**src/rtl/alu_operand_regfile.sv**
```systemverilog
// W accumulator and general register file feeding the ALU, with writeback, immediate load and a 2-cycle W<->Rn exchange.
// Optional context shadow (W, carry, zero) is enabled with `define ALU_REGFILE_SHADOW_EN.
//
// state | meaning
// IDLE  | accepts writeback, immediate load, flag update, exchange start
// XCHG1 | W <= R[sel_q] (old W held in tmp)
// XCHG2 | R[sel_q] <= tmp, then back to IDLE
module alu_operand_regfile #(
    parameter int DATA_W   = 8,
    parameter int NUM_REGS = 8,
    parameter int SEL_W    = 3
) (
    input  logic              clk,
    input  logic              rst_n,
    input  logic [SEL_W-1:0]  Rn_sel,
    input  logic              wr_en,
    input  logic              wr_dest,
    input  logic              flags_en,
    input  logic              ld_imm_en,
    input  logic [DATA_W-1:0] imm_data,
    input  logic              xchg_start,
    input  logic [DATA_W-1:0] ALUResult_w,
    input  logic              carryF_w,
    input  logic              zeroF_w,
`ifdef ALU_REGFILE_SHADOW_EN
    input  logic              ctx_save,
    input  logic              ctx_restore,
`endif
    output logic [DATA_W-1:0] Wreg_w,
    output logic [DATA_W-1:0] Rn_w,
    output logic              carry_q,
    output logic              zero_q,
    output logic              busy
);

    typedef enum logic [1:0] {
        IDLE  = 2'd0,
        XCHG1 = 2'd1,
        XCHG2 = 2'd2
    } state_t;

    state_t            r_state;
    logic [DATA_W-1:0] r_w;
    logic [DATA_W-1:0] r_regs [NUM_REGS];
    logic [DATA_W-1:0] r_tmp;
    logic [SEL_W-1:0]  r_sel;
    logic              r_carry;
    logic              r_zero;
    logic              r_busy;
`ifdef ALU_REGFILE_SHADOW_EN
    logic [DATA_W-1:0] r_sh_w;
    logic              r_sh_carry;
    logic              r_sh_zero;
`endif

    assign Wreg_w  = r_w;
    assign Rn_w    = r_regs[Rn_sel];
    assign carry_q = r_carry;
    assign zero_q  = r_zero;
    assign busy    = r_busy;

    always_ff @(posedge clk or negedge rst_n) begin
        if (!rst_n) begin
            r_state <= IDLE;
            r_w     <= '0;
            r_tmp   <= '0;
            r_sel   <= '0;
            r_carry <= 1'b0;
            r_zero  <= 1'b0;
            r_busy  <= 1'b0;
            for (int i = 0; i < NUM_REGS; i++) r_regs[i] <= '0;
`ifdef ALU_REGFILE_SHADOW_EN
            r_sh_w     <= '0;
            r_sh_carry <= 1'b0;
            r_sh_zero  <= 1'b0;
`endif
        end else begin
            case (r_state)
                IDLE: begin
                    if (xchg_start) begin
                        r_sel   <= Rn_sel;
                        r_tmp   <= r_w;
                        r_busy  <= 1'b1;
                        r_state <= XCHG1;
                    end
`ifdef ALU_REGFILE_SHADOW_EN
                    else if (ctx_restore) begin
                        r_w     <= r_sh_w;
                        r_carry <= r_sh_carry;
                        r_zero  <= r_sh_zero;
                    end else if (ctx_save) begin
                        r_sh_w     <= r_w;
                        r_sh_carry <= r_carry;
                        r_sh_zero  <= r_zero;
                    end
`endif
                    else if (ld_imm_en) begin
                        // immediate load never touches the flags
                        if (wr_dest) r_regs[Rn_sel] <= imm_data;
                        else         r_w            <= imm_data;
                    end else begin
                        if (wr_en) begin
                            if (wr_dest) r_regs[Rn_sel] <= ALUResult_w;
                            else         r_w            <= ALUResult_w;
                        end
                        if (flags_en) begin
                            r_carry <= carryF_w;
                            r_zero  <= zeroF_w;
                        end
                    end
                end
                XCHG1: begin
                    r_w     <= r_regs[r_sel];
                    r_state <= XCHG2;
                end
                XCHG2: begin
                    r_regs[r_sel] <= r_tmp;
                    r_busy        <= 1'b0;
                    r_state       <= IDLE;
                end
                default: begin
                    r_busy  <= 1'b0;
                    r_state <= IDLE;
                end
            endcase
        end
    end

endmodule
```
**config.mk**
```make
export PLATFORM = sky130hd
export DESIGN_NAME = alu_operand_regfile
export DESIGN_NICKNAME = d
export VERILOG_FILES = /design/src/rtl/alu_operand_regfile.sv
export SDC_FILE = /design/constraint.sdc
export NUM_CORES = 1
export LEC_CHECK = 0
export ABC_AREA = 1
export BUFFER_PORTS_ARGS = -buffer_cell sky130_fd_sc_hd__buf_2
export CORE_UTILIZATION = 32
export CTS_CLUSTER_DIAMETER = 30
export CTS_CLUSTER_SIZE = 12
export DETAILED_ROUTE_END_ITERATION = 7
export PLACE_DENSITY = 0.47
export SLEW_MARGIN = 5
export SYNTH_ARGS = -nofsm -noshare
export SYNTH_HDL_FRONTEND = slang
export SYNTH_SLANG_ARGS = --single-unit
```
**constraint.sdc**
```tcl
create_clock -name clk -period 1.5 [get_ports clk]
set_input_delay 0.225 -clock clk [delete_from_list [all_inputs] [get_ports clk]]
set_output_delay 0.225 -clock clk [all_outputs]
set_load 0.05 [all_outputs]
```
* Word-level counts from Yosys, hierarchy flattened *
Cells that the tools add are included.

cells by class
  equal/unequal tests = 7
  magnitude comparators = 4
  reduce and logical (&&, ||, !) cells = 10
  bitwise logic cells = 5
  multiplexer cells = 29

operators by type and width
  operator            count
  $mux 64             5
  $bwmux 64           3
  $pmux 64 s2         1
  $mux 8              11
  $bmux 8 s3          2
  $demux 8 s3         2
  $pmux 8 s2          1
  $reduce_and 4->1    3
  $ge 4x4->1 const B  2
  $lt 4x1->1 const B  2
  $ne 2x2->1 const B  4
  $not 3->4           2
  $pmux 2 s2          1
  $reduce_and 2->1    2
  $reduce_bool 2->1   2
  $ne 3x3->1 const B  1
  $not 1->1           3
  $eq 2x1->1 const B  1
  $eq 2x2->1 const B  1
  $logic_and 1x1->1   2
  $logic_not 2->1     1
  $mux 2              1
  $pmux 1 s2          1
  $mux 1              1

storage, ports and cells
  input port bits = 28
  flip-flop bits (word level) = 88
  word-level logic and storage cells = 70
  output and inout port bits = 19

* Longest topological paths before layout *
Gate-level depths: netlist of the first run.

  depth after elaboration = 11
  gate-level depth with buffers = 10

* Worst setup path after synthesis of the first run *
No wires, ideal clock.

  path type = in2out
  from = in Rn_sel[2]
  to = out Rn_w[2]
  stages on the path = 8
  setup slack = -0.129 ns
  buffers on the path = 1
  arrival time = 1.404 ns
  path through = buf_2 inv_2 nand3_1 inv_1 nand2_1 o21ai_0 inv_1 nand4_1

between the ends
  word-level cells in the longest chain between the ends = 4

ends and longest elaborated chain
  item                                       RTL line  text
  start: declaration                         15        input logic [SEL_W-1:0] Rn_sel,
  $not 3->4 (not written as such)            57        assign Rn_w = r_regs[Rn_sel];
  $bmux 8 s3                                 57
  $mux 8 (not written as such) (2 in a row)  57
  end: declaration                           30        output logic [DATA_W-1:0] Rn_w,

Every way passes these cells. The select of a mux whose other input is x is not followed.

* Worst setup path in the final report of the first run *
  from = reg r_regs[0] (netlist name)
  to = out Rn_w[0]

between the ends
  word-level cells in the longest chain between the ends = 3

ends and longest elaborated chain
  item                                       RTL line  text
  start: declaration                         44        logic [DATA_W-1:0] r_regs [NUM_REGS];
  start signal: indexed assignment           99        if (wr_dest) r_regs[Rn_sel] <= imm_data;
  start signal: indexed assignment           103       if (wr_dest) r_regs[Rn_sel] <= ALUResult_w;
  start signal: indexed assignment           117       r_regs[r_sel] <= r_tmp;
  $bmux 8 s3                                 57
  $mux 8 (not written as such) (2 in a row)  57

Every way passes these cells. The select of a mux whose other input is x is not followed.

==> impl_metrics.json, run 1 <==
{
  "final.fill_count": 1748,
  "root_buffer": "clkbuf_16",
  "cts_buffers": 9,
  "drive_gt1_frac": 0.386,
  "wire_per_inst_um": 18.3,
  "power.leakage_nw": 4.24,
  "layout_setup_ws_ns": -0.184,
  "coreArea_um2": 17400,
  "antenna_found_initial": 0,
  "synthFlopType": "dfrtp_1",
  "syn-num-nets": 934,
  "yosys_warnings": 0,
  "insertion_delay_ns": 0.36,
  "required_ns": 1.27,
  "first_pass_iters": 5,
  "row_count": 48,
  "synth_edf_count": 0,
  "setup_viol": 65,
  "grt_use_total": 0.265,
  "path_buf_inv": 1,
  "num_antenna_cells": 0,
  "critPathSlowestCell": "dfrtp_1",
  "cts_tree": "done",
  "antenna_left": 0,
  "finalPower_mw": 9.86,
  "dp.final_hpwl_mm": 17.5,
  "regArea_um2": 2210,
  "area_growth_pct": 49.8,
  "drt_iter0_markers": 669,
  "clockBufferDepth": 2,
  "synth_area_leader_cell": "dfrtp_1",
  "die_width_um": 136,
  "cp_num_cells": 5,
  "hold_ws_ns": 0.0879,
  "worstSetupPathType": "flip-flop to output pin",
  "ys_top_cells_by_count": "nand2_1, dfrtp_1, o21ai_0",
  "cts_sinks": 88,
  "dieArea_um2": 18400,
  "io_pins": 47,
  "yosysMostFrequentCell": "nand2_1",
  "overflow": 0,
  "num_vias": 6628,
  "ir_drop_v": 0.000907,
  "path_delay_family": "flip-flops",
  "final_max_slew_viol_count": 0,
  "utilization": 0.494,
  "yosysSeqAreaShare": 0.385,
  "syn_area_um2": 5730,
  "fin_skew_ns": 0.00914,
  "failed_checks": "setup timing",
  "drc": 0,
  "dp.cells": 1253,
  "path_cells": "nand2_1, o21ai_1, nor2_1, nand3b_1, buf_6",
  "outcome": "complete, but fails checks",
  "die_h_um": 136,
  "multi_input_area_um2": 3730,
  "r2r_cells": 9,
  "drv_cap": 0,
  "rsz0062_at_grt": "true",
  "grt_max_degree": 34,
  "cp-start-kind": "flip-flop",
  "cp-end-kind": "output pin",
  "stdcell_count": 1318,
  "synth_area_leaders": "dfrtp_1, nand2_1, o21ai_0",
  "vias_per_cell": 5.03,
  "port_buffers": 46,
  "timing.final.crit_share": 1.12,
  "ys_async_sr_fraction": 1.00,
  "yosysTopAreaCellShare": 0.385,
  "syn_avg_cell_area_um2": 6.32,
  "yosysUniqueCellTypes": 28,
  "slew-limit-headroom": 0.759,
  "hold_path_depth": 2,
  "min_path_type": "input port to flip-flop",
  "drt_wl_total_mm": 24.1,
  "ctsHtreeMaxLevel": 3,
  "layout.nets": 1116,
  "power.density_nw_per_um2": 1150,
  "synthCells": 906,
  "hold_violations": 0,
  "yosys_register_bits": 88,
  "arrival_ns": 1.46,
  "min_period_ns": 1.68,
  "tightest_slew_ns": 0.362,
  "critical_path.max_fanout": 2,
  "place_congestion": 0.872,
  "grt_pass1_vias": 6232,
  "critical-path-max-stage-delay_ns": 0.42,
  "fmaxAchievable_ghz": 0.594,
  "path_clk_slew_ns": 0.07,
  "grt_first_pass_wirelength_mm": 35.7,
  "start_util": 0.330
}
[final cells by class]
class,count,share of cell area
multi-input cells,720,0.435
well taps,225,0.0328
flip-flops and latches,88,0.258
clock inverters,6,0.00583
repair inverters,2,0.00219
clock buffers,10,0.0267
repair buffers,199,0.205
inverters,68,0.0350
[through the flow]
| step | TNS [ns] | area [µm²] | setup WS, ns |
|---|---|---|---|
| final | -3.51 | 8580 | -0.184 |
| after global routing | -8.67 | 8580 | -0.203 |
| after CTS | -0.872 | 8000 | -0.197 |
| after detailed placement | -9.53 | 7010 | -0.189 |
| after global placement | -7.72 | 7010 | -0.187 |
| after floorplan | -0.0237 | 5770 | -0.0237 |
[flip-flops by register name (all words and copies together) (netlist names)]
signal / flops
r_tmp: 8
zero_q: 1
r_regs: 64
carry_q: 1
busy: 1
r_sel: 3
Wreg_w: 8
r_state: 2
[cell usage in the layout, fill, tap and decap left out, drive strengths merged]
cell type | netlist | layout
nor3 | 1 | 1
nor2 | 76 | 76
a21oi | 12 | 12
clkbuf | 9 | 13
o22ai | 15 | 15
mux2 | 2 | 2
nand2 | 451 | 451
o21ai | 84 | 84
dfrtp | 88 | 88
buf | 21 | 195
a22oi | 1 | 1
inv | 67 | 71
a21o | 2 | 2
and2 | 2 | 2
nand4 | 8 | 8
nand3 | 65 | 65
clkinv | 1 | 2
dlygate4sd3 | 0 | 1
nand3b | 1 | 1
clkinvlp | 0 | 3
[metal layers]
metal  vias to the layer above  wire length (µm)  global-route usage
met5                         -                 0                   0
met4                         0               516               0.100
met1                      3165             10900               0.363
met2                       197             11500               0.423
li1                       3234                 -                   -
met3                        32              1220              0.0359
[where the power goes]
part	leakage [nW]	internal (mW)	switching [mW]	total (mW)
Sequential	1.17	2.82	0.422	3.24
Clock	0.135	1.15	1.08	2.23
Combinational	2.93	1.68	2.71	4.40
Total	4.24	5.65	4.21	9.86
[path summary, 6_finish.rpt]
path | slack (ns) | start | to
worst max-delay path | -0.18 | r_regs[0] | Rn_w[0]
worst min-delay path | 0.09 | zeroF_w | zero_q
worst max register to register | -0.08 | r_state[0] | r_regs[23]
worst min register to register | 0.48 | busy | busy
max in group asynchronous | 0.65 | rst_n | r_sel[1]
min in group asynchronous | 0.32 | rst_n | r_regs[33]
[cells by family (layout without fill, tap and decap cells)]
family	Yosys count	in the layout	synth area share
and+or+nand+nor	604	604	0.433
DFF	88	88	0.385
buffers and inverters	98	285	0.0730
AOI/OAI and AO/OA	114	114	0.106
muxes	2	2	0.00393
[what timing repair did]
item                       4_1_cts  5_1_grt
pin swaps                       41      118
hold endpoints to repair        23        0
cloned                           2        3
setup endpoints to repair       80       88
gates resized for setup        167      142
hold buffers                     1        0
setup buffers                   29       18
Power figures use the tool's default switching activity.
==> inputs of run 2 (changes only) <==
--- a/config.mk
+++ b/config.mk
@@ -7,11 +7,13 @@
 export LEC_CHECK = 0
 export ABC_AREA = 1
 export BUFFER_PORTS_ARGS = -buffer_cell sky130_fd_sc_hd__buf_2
+export CORE_ASPECT_RATIO = 0.8
 export CORE_UTILIZATION = 32
 export CTS_CLUSTER_DIAMETER = 30
 export CTS_CLUSTER_SIZE = 12
 export DETAILED_ROUTE_END_ITERATION = 7
 export PLACE_DENSITY = 0.47
+export REMOVE_ABC_BUFFERS = 1
 export SLEW_MARGIN = 5
 export SYNTH_ARGS = -nofsm -noshare
 export SYNTH_HDL_FRONTEND = slang
==> impl_metrics.json, run 2 (same netlist as run 1, synthesis figures left out) <==
{
  "r2r_cells": 11,
  "final_max_slew_viol_count": 0,
  "drc": 0,
  "fin_skew_ns": 0.00832,
  "placed_area_um2": 6920,
  "die_h_um": 122,
  "required_ns": 1.27,
  "first_pass_iters": 5,
  "p_seq_frac": 0.311,
  "place_ws_ns": -0.179,
  "port_buffers": 46,
  "dieArea_um2": 18400,
  "drt_iter0_markers": 635,
  "power.leakage_nw": 4.30,
  "min_period_ns": 1.67,
  "cp-end-kind": "output pin",
  "met2WireLength_mm": 10.4,
  "worstSetupPathType": "flip-flop to output pin",
  "layout_setup_ws_ns": -0.171,
  "row_count": 43,
  "drv_cap": 0,
  "rsz0062_at_grt": "true",
  "num_antenna_cells": 0,
  "m1WireLength_mm": 11.7,
  "outcome": "complete, but fails checks",
  "route.top_layer_used": "met4",
  "reg2reg_slack_ns": -0.16,
  "path_clk_slew_ns": 0.07,
  "finish.instance_area_um2": 8890,
  "die_width_um": 152,
  "endpoint": "Rn_w[7]",
  "layout.nets": 1117,
  "p_sw_frac": 0.423,
  "clockBufferDepth": 2,
  "ir_drop_v": 0.000539,
  "min_path_type": "input port to flip-flop",
  "hold_violations": 0,
  "grt_pass1_vias": 5975,
  "insertion_delay_ns": 0.36,
  "cp-start-kind": "flip-flop",
  "failed_checks": "setup timing",
  "grt_max_degree": 50,
  "tightest_slew_ns": 0.366,
  "slew-limit-headroom": 0.754,
  "internal_power_mw": 6.02,
  "dr_wl_met3_mm": 1.91,
  "regMostFlops": "r_regs",
  "grt_first_pass_wirelength_mm": 35.7,
  "cp-startpoint": "r_regs[55]",
  "fmaxAchievable_ghz": 0.598,
  "p_comb_frac": 0.459,
  "grt_use_total": 0.266,
  "ctsHtreeMaxLevel": 3,
  "final.fill_count": 1743,
  "layout_common_cells": "nand2_1, buf_4, nand2_2",
  "wire_per_inst_um": 18.7,
  "final_common_cell": "nand2_1",
  "power.density_nw_per_um2": 1170,
  "power_frac_clock": 0.230,
  "netSwitchingPower_mw": 4.41,
  "overflow": 0,
  "rr_endpoint": "r_regs[31]",
  "area_growth_pct": 55.2,
  "finalPower_mw": 10.4,
  "place_congestion": 0.904,
  "start_util": 0.328,
  "io_pins": 47,
  "dp.final_hpwl_mm": 17.8,
  "hold_ws_ns": 0.110,
  "root_buffer": "clkbuf_16",
  "cts_tree": "done",
  "antenna_found_initial": 0,
  "timing.final.crit_share": 1.11,
  "setup_viol": 65,
  "r2r_start": "r_state[1]",
  "vias_per_cell": 5.09,
  "critical_path.max_fanout": 2,
  "drive_gt1_frac": 0.413,
  "drt_wl_total_mm": 24.6,
  "largest_reg_flops": 64,
  "coreArea_um2": 17400,
  "antenna_left": 0,
  "arrival_ns": 1.45,
  "cts_sinks": 88,
  "num_vias": 6709,
  "cts_buffers": 9
}
==> run 2: worst min path at each step <==
stage	from	endpoint	slack [ns]	cells after the start
floorplan	rst_n	Wreg_w[0]	-0.07	0
global placement	rst_n	r_regs[47]	0.07	1
detailed placement	rst_n	r_regs[47]	0.07	1
CTS	carryF_w	carry_q	0.1	2
global route	carryF_w	carry_q	0.11	2
finish	zeroF_w	zero_q	0.11	2
==> run 2: timing repair <==
action,in CTS,in global routing
endpoints found under the hold margin,88,0
setup buffers,21,26
pin swaps,73,114
setup endpoints to repair,80,85
hold buffers,1,0
gates resized for setup,183,177
cloned,1,7
==> run 2: routing by layer <==
layer,vias to the layer above,track usage
li1,3240,-
met5,-,0
met4,0,0.0804
met3,55,0.0457
met2,273,0.380
met1,3141,0.403
==> run 2: worst max-delay path, cell delays in order (launching register included) <==
cell	delay (ns)
dfrtp_2	0.45
nand2_1	0.08
o21ai_1	0.05
and2_1	0.13
o21ai_1	0.13
nand2_1	0.09
buf_6	0.16
==> run 2: power groups by stage <==
stage	sequential (mW)	clock (mW)	combinational, mW
global route	3.29	2.55	5.10
CTS	3.21	2.47	3.91
floorplan	3.54	0	1.47
finish	3.25	2.40	4.79
global placement	3.24	0	3.37
detailed placement	3.23	0	3.37
==> run 2: final cells by class <==
cell class,instances,area (µm²),area share
repair buffers,201,1840,0.207
inverters,68,299,0.0336
multi-input cells,720,3940,0.444
repair inverters,1,8.76,0.000985
clock buffers,10,239,0.0269
clock inverters,6,67.6,0.00760
flip-flops and latches,88,2210,0.249
well taps,225,282,0.0317
==> run 2: metrics by stage <==
step,util,setup TNS [ns],cells
after floorplan,-,-35.43,876
after global placement,0.397,-9.59,1251
after detailed placement,0.397,-8.31,1251
after CTS,0.457,-3.05,1290
after global routing,0.510,-9.91,1319
final,0.510,-5.60,1319
==> inputs of run 3 (changes only) <==
--- a/config.mk
+++ b/config.mk
@@ -5,14 +5,13 @@
 export SDC_FILE = /design/constraint.sdc
 export NUM_CORES = 1
 export LEC_CHECK = 0
-export ABC_AREA = 1
 export BUFFER_PORTS_ARGS = -buffer_cell sky130_fd_sc_hd__buf_2
 export CORE_ASPECT_RATIO = 0.8
 export CORE_UTILIZATION = 32
 export CTS_CLUSTER_DIAMETER = 30
 export CTS_CLUSTER_SIZE = 12
 export DETAILED_ROUTE_END_ITERATION = 7
-export PLACE_DENSITY = 0.47
+export PLACE_DENSITY = 0.53
 export REMOVE_ABC_BUFFERS = 1
 export SLEW_MARGIN = 5
 export SYNTH_ARGS = -nofsm -noshare
==> impl_metrics.json, run 3 <==
{
  "yosys_warnings": 0,
  "regMostFlops": "r_regs",
  "yosysTopAreaCellShare": 0.411,
  "drt_iter0_markers": 420,
  "tightest_slew_ns": 0.501,
  "required_ns": 1.27,
  "synth_area_leader_cell": "dfrtp_1",
  "cts_tree": "done",
  "critPathSlowestCell": "mux4_2",
  "die_width_um": 147,
  "coreArea_um2": 16100,
  "setup_viol": 90,
  "synthCells": 480,
  "ys_top_cells_by_count": "dfrtp_1, mux2_2, o22ai_1",
  "grt_max_degree": 89,
  "clockBufferDepth": 2,
  "synth_area_leaders": "dfrtp_1, mux2_2, o22ai_1",
  "critical-path-max-stage-delay_ns": 0.47,
  "drv_cap": 0,
  "grt_first_pass_wirelength_mm": 33.3,
  "synthFlopType": "dfrtp_1",
  "layout.nets": 697,
  "dp.cells": 842,
  "yosysSeqAreaShare": 0.411,
  "min_period_ns": 2.04,
  "ctsHtreeMaxLevel": 3,
  "antenna_found_initial": 0,
  "arrival_ns": 1.81,
  "antenna_left": 0,
  "outcome": "complete, but fails checks",
  "root_buffer": "clkbuf_16",
  "layout_setup_ws_ns": -0.538,
  "cp-end-kind": "output pin",
  "drt_wl_total_mm": 22.2,
  "grt_use_total": 0.258,
  "num_antenna_cells": 0,
  "power.leakage_nw": 3.66,
  "fmaxAchievable_ghz": 0.491,
  "largest_reg_flops": 64,
  "stdcell_count": 889,
  "num_vias": 5320,
  "yosysUniqueCellTypes": 51,
  "die_h_um": 118,
  "yosys_register_bits": 88,
  "path_delay_family": "multiplexers",
  "ir_drop_v": 0.000824,
  "final.fill_count": 1395,
  "insertion_delay_ns": 0.35,
  "worstSetupPathType": "flip-flop to output pin",
  "path_clk_slew_ns": 0.07,
  "path_cells": "mux4_2, nand2_1, o21ai_1, a221o_1, buf_6",
  "timing.final.crit_share": 1.36,
  "drc": 0,
  "path_buf_inv": 1,
  "io_pins": 47,
  "yosysMostFrequentCell": "dfrtp_1",
  "port_buffers": 46,
  "critical_path.max_fanout": 3,
  "power.density_nw_per_um2": 1340,
  "dp.final_hpwl_mm": 14.9,
  "overflow": 0,
  "hold_violations": 0,
  "failed_checks": "setup timing",
  "syn_area_um2": 5350,
  "grt_pass1_vias": 5519,
  "fin_skew_ns": 0.0107,
  "min_path_type": "input port to flip-flop",
  "start_util": 0.333,
  "drive_gt1_frac": 0.604,
  "cts_buffers": 9,
  "layout_common_cells": "buf_4, dfrtp_1, mux2_4",
  "placed_area_um2": 6770,
  "cp-start-kind": "flip-flop",
  "slew-limit-headroom": 0.666,
  "ys_async_sr_fraction": 1.00,
  "area_growth_pct": 53.8,
  "final_max_slew_viol_count": 0,
  "final_common_cell": "buf_4",
  "hold_ws_ns": 0.107,
  "reg2reg_slack_ns": -0.42,
  "row_count": 41,
  "syn_avg_cell_area_um2": 11.2,
  "finish.instance_area_um2": 8230,
  "place_congestion": 0.899,
  "cts_sinks": 88,
  "first_pass_iters": 5,
  "vias_per_cell": 5.98,
  "synth_edf_count": 0,
  "wire_per_inst_um": 24.9,
  "rsz0062_at_grt": "true",
  "dieArea_um2": 17300,
  "fin_setup_tns_ns": -26.34
}
-- run 3: final timing paths --
check,start,end,cells past startpoint
worst max register to register,r_sel[0],r_regs[52],5
worst max-delay path,r_regs[4],Rn_w[4],5
min in group asynchronous,rst_n,r_tmp[6],3
max in group asynchronous,rst_n,r_state[0],3
worst min-delay path,zeroF_w,zero_q,2
worst min register to register,busy,busy,1
-- run 3: layout make-up --
type                    instances  area, µm²  share of cell area
flip-flops and latches         88       2210               0.268
clock buffers                  10        239              0.0290
well taps                     215        269              0.0327
repair buffers                208       1820               0.221
multi-input cells             352       3590               0.436
inverters                      10       37.5             0.00456
clock inverters                 6       68.8             0.00836
-- run 3: metal layers --
layer	share of wire	GRT usage	wire length (µm)	vias up
met5	0	0	0	-
met4	0.035	0.0918	785	0
met3	0.079	0.0477	1740	65
met2	0.45	0.398	9960	312
met1	0.44	0.358	9680	2685
li1	-	-	-	2258
-- run 3: per-stage QoR --
step	worst slack, ns	power [mW]	utilization
final	-0.538	11.0	0.513
after floorplan	-1.36	5.56	-
after CTS	-0.535	10.6	0.493
after global routing	-0.585	11.4	0.513
after detailed placement	-0.443	7.35	0.421
after global placement	-0.451	7.30	0.421
-- run 3: logic make-up after synthesis --
| kind of cell | synth area share |
|---|---|
| DFF | 0.411 |
| muxes | 0.267 |
| AOI/OAI and AO/OA | 0.183 |
| buffers and inverters | 0.0348 |
| and+or+nand+nor | 0.104 |
-- run 3: power breakdown --
part	switching [mW]	total (mW)	internal, mW
sequential	0.581	3.55	2.97
clock	1.05	2.40	1.34
combinational	2.57	5.09	2.53
total	4.20	11.0	6.84
-- run 3: timing repair --
action                                 4_1_cts  5_1_grt
setup endpoints to repair                   90       90
setup buffers                               20       16
hold buffers                                 1        0
gates resized for setup                    177       58
pin swaps                                   31       21
cloned                                       2        0
endpoints found under the hold margin       88        0
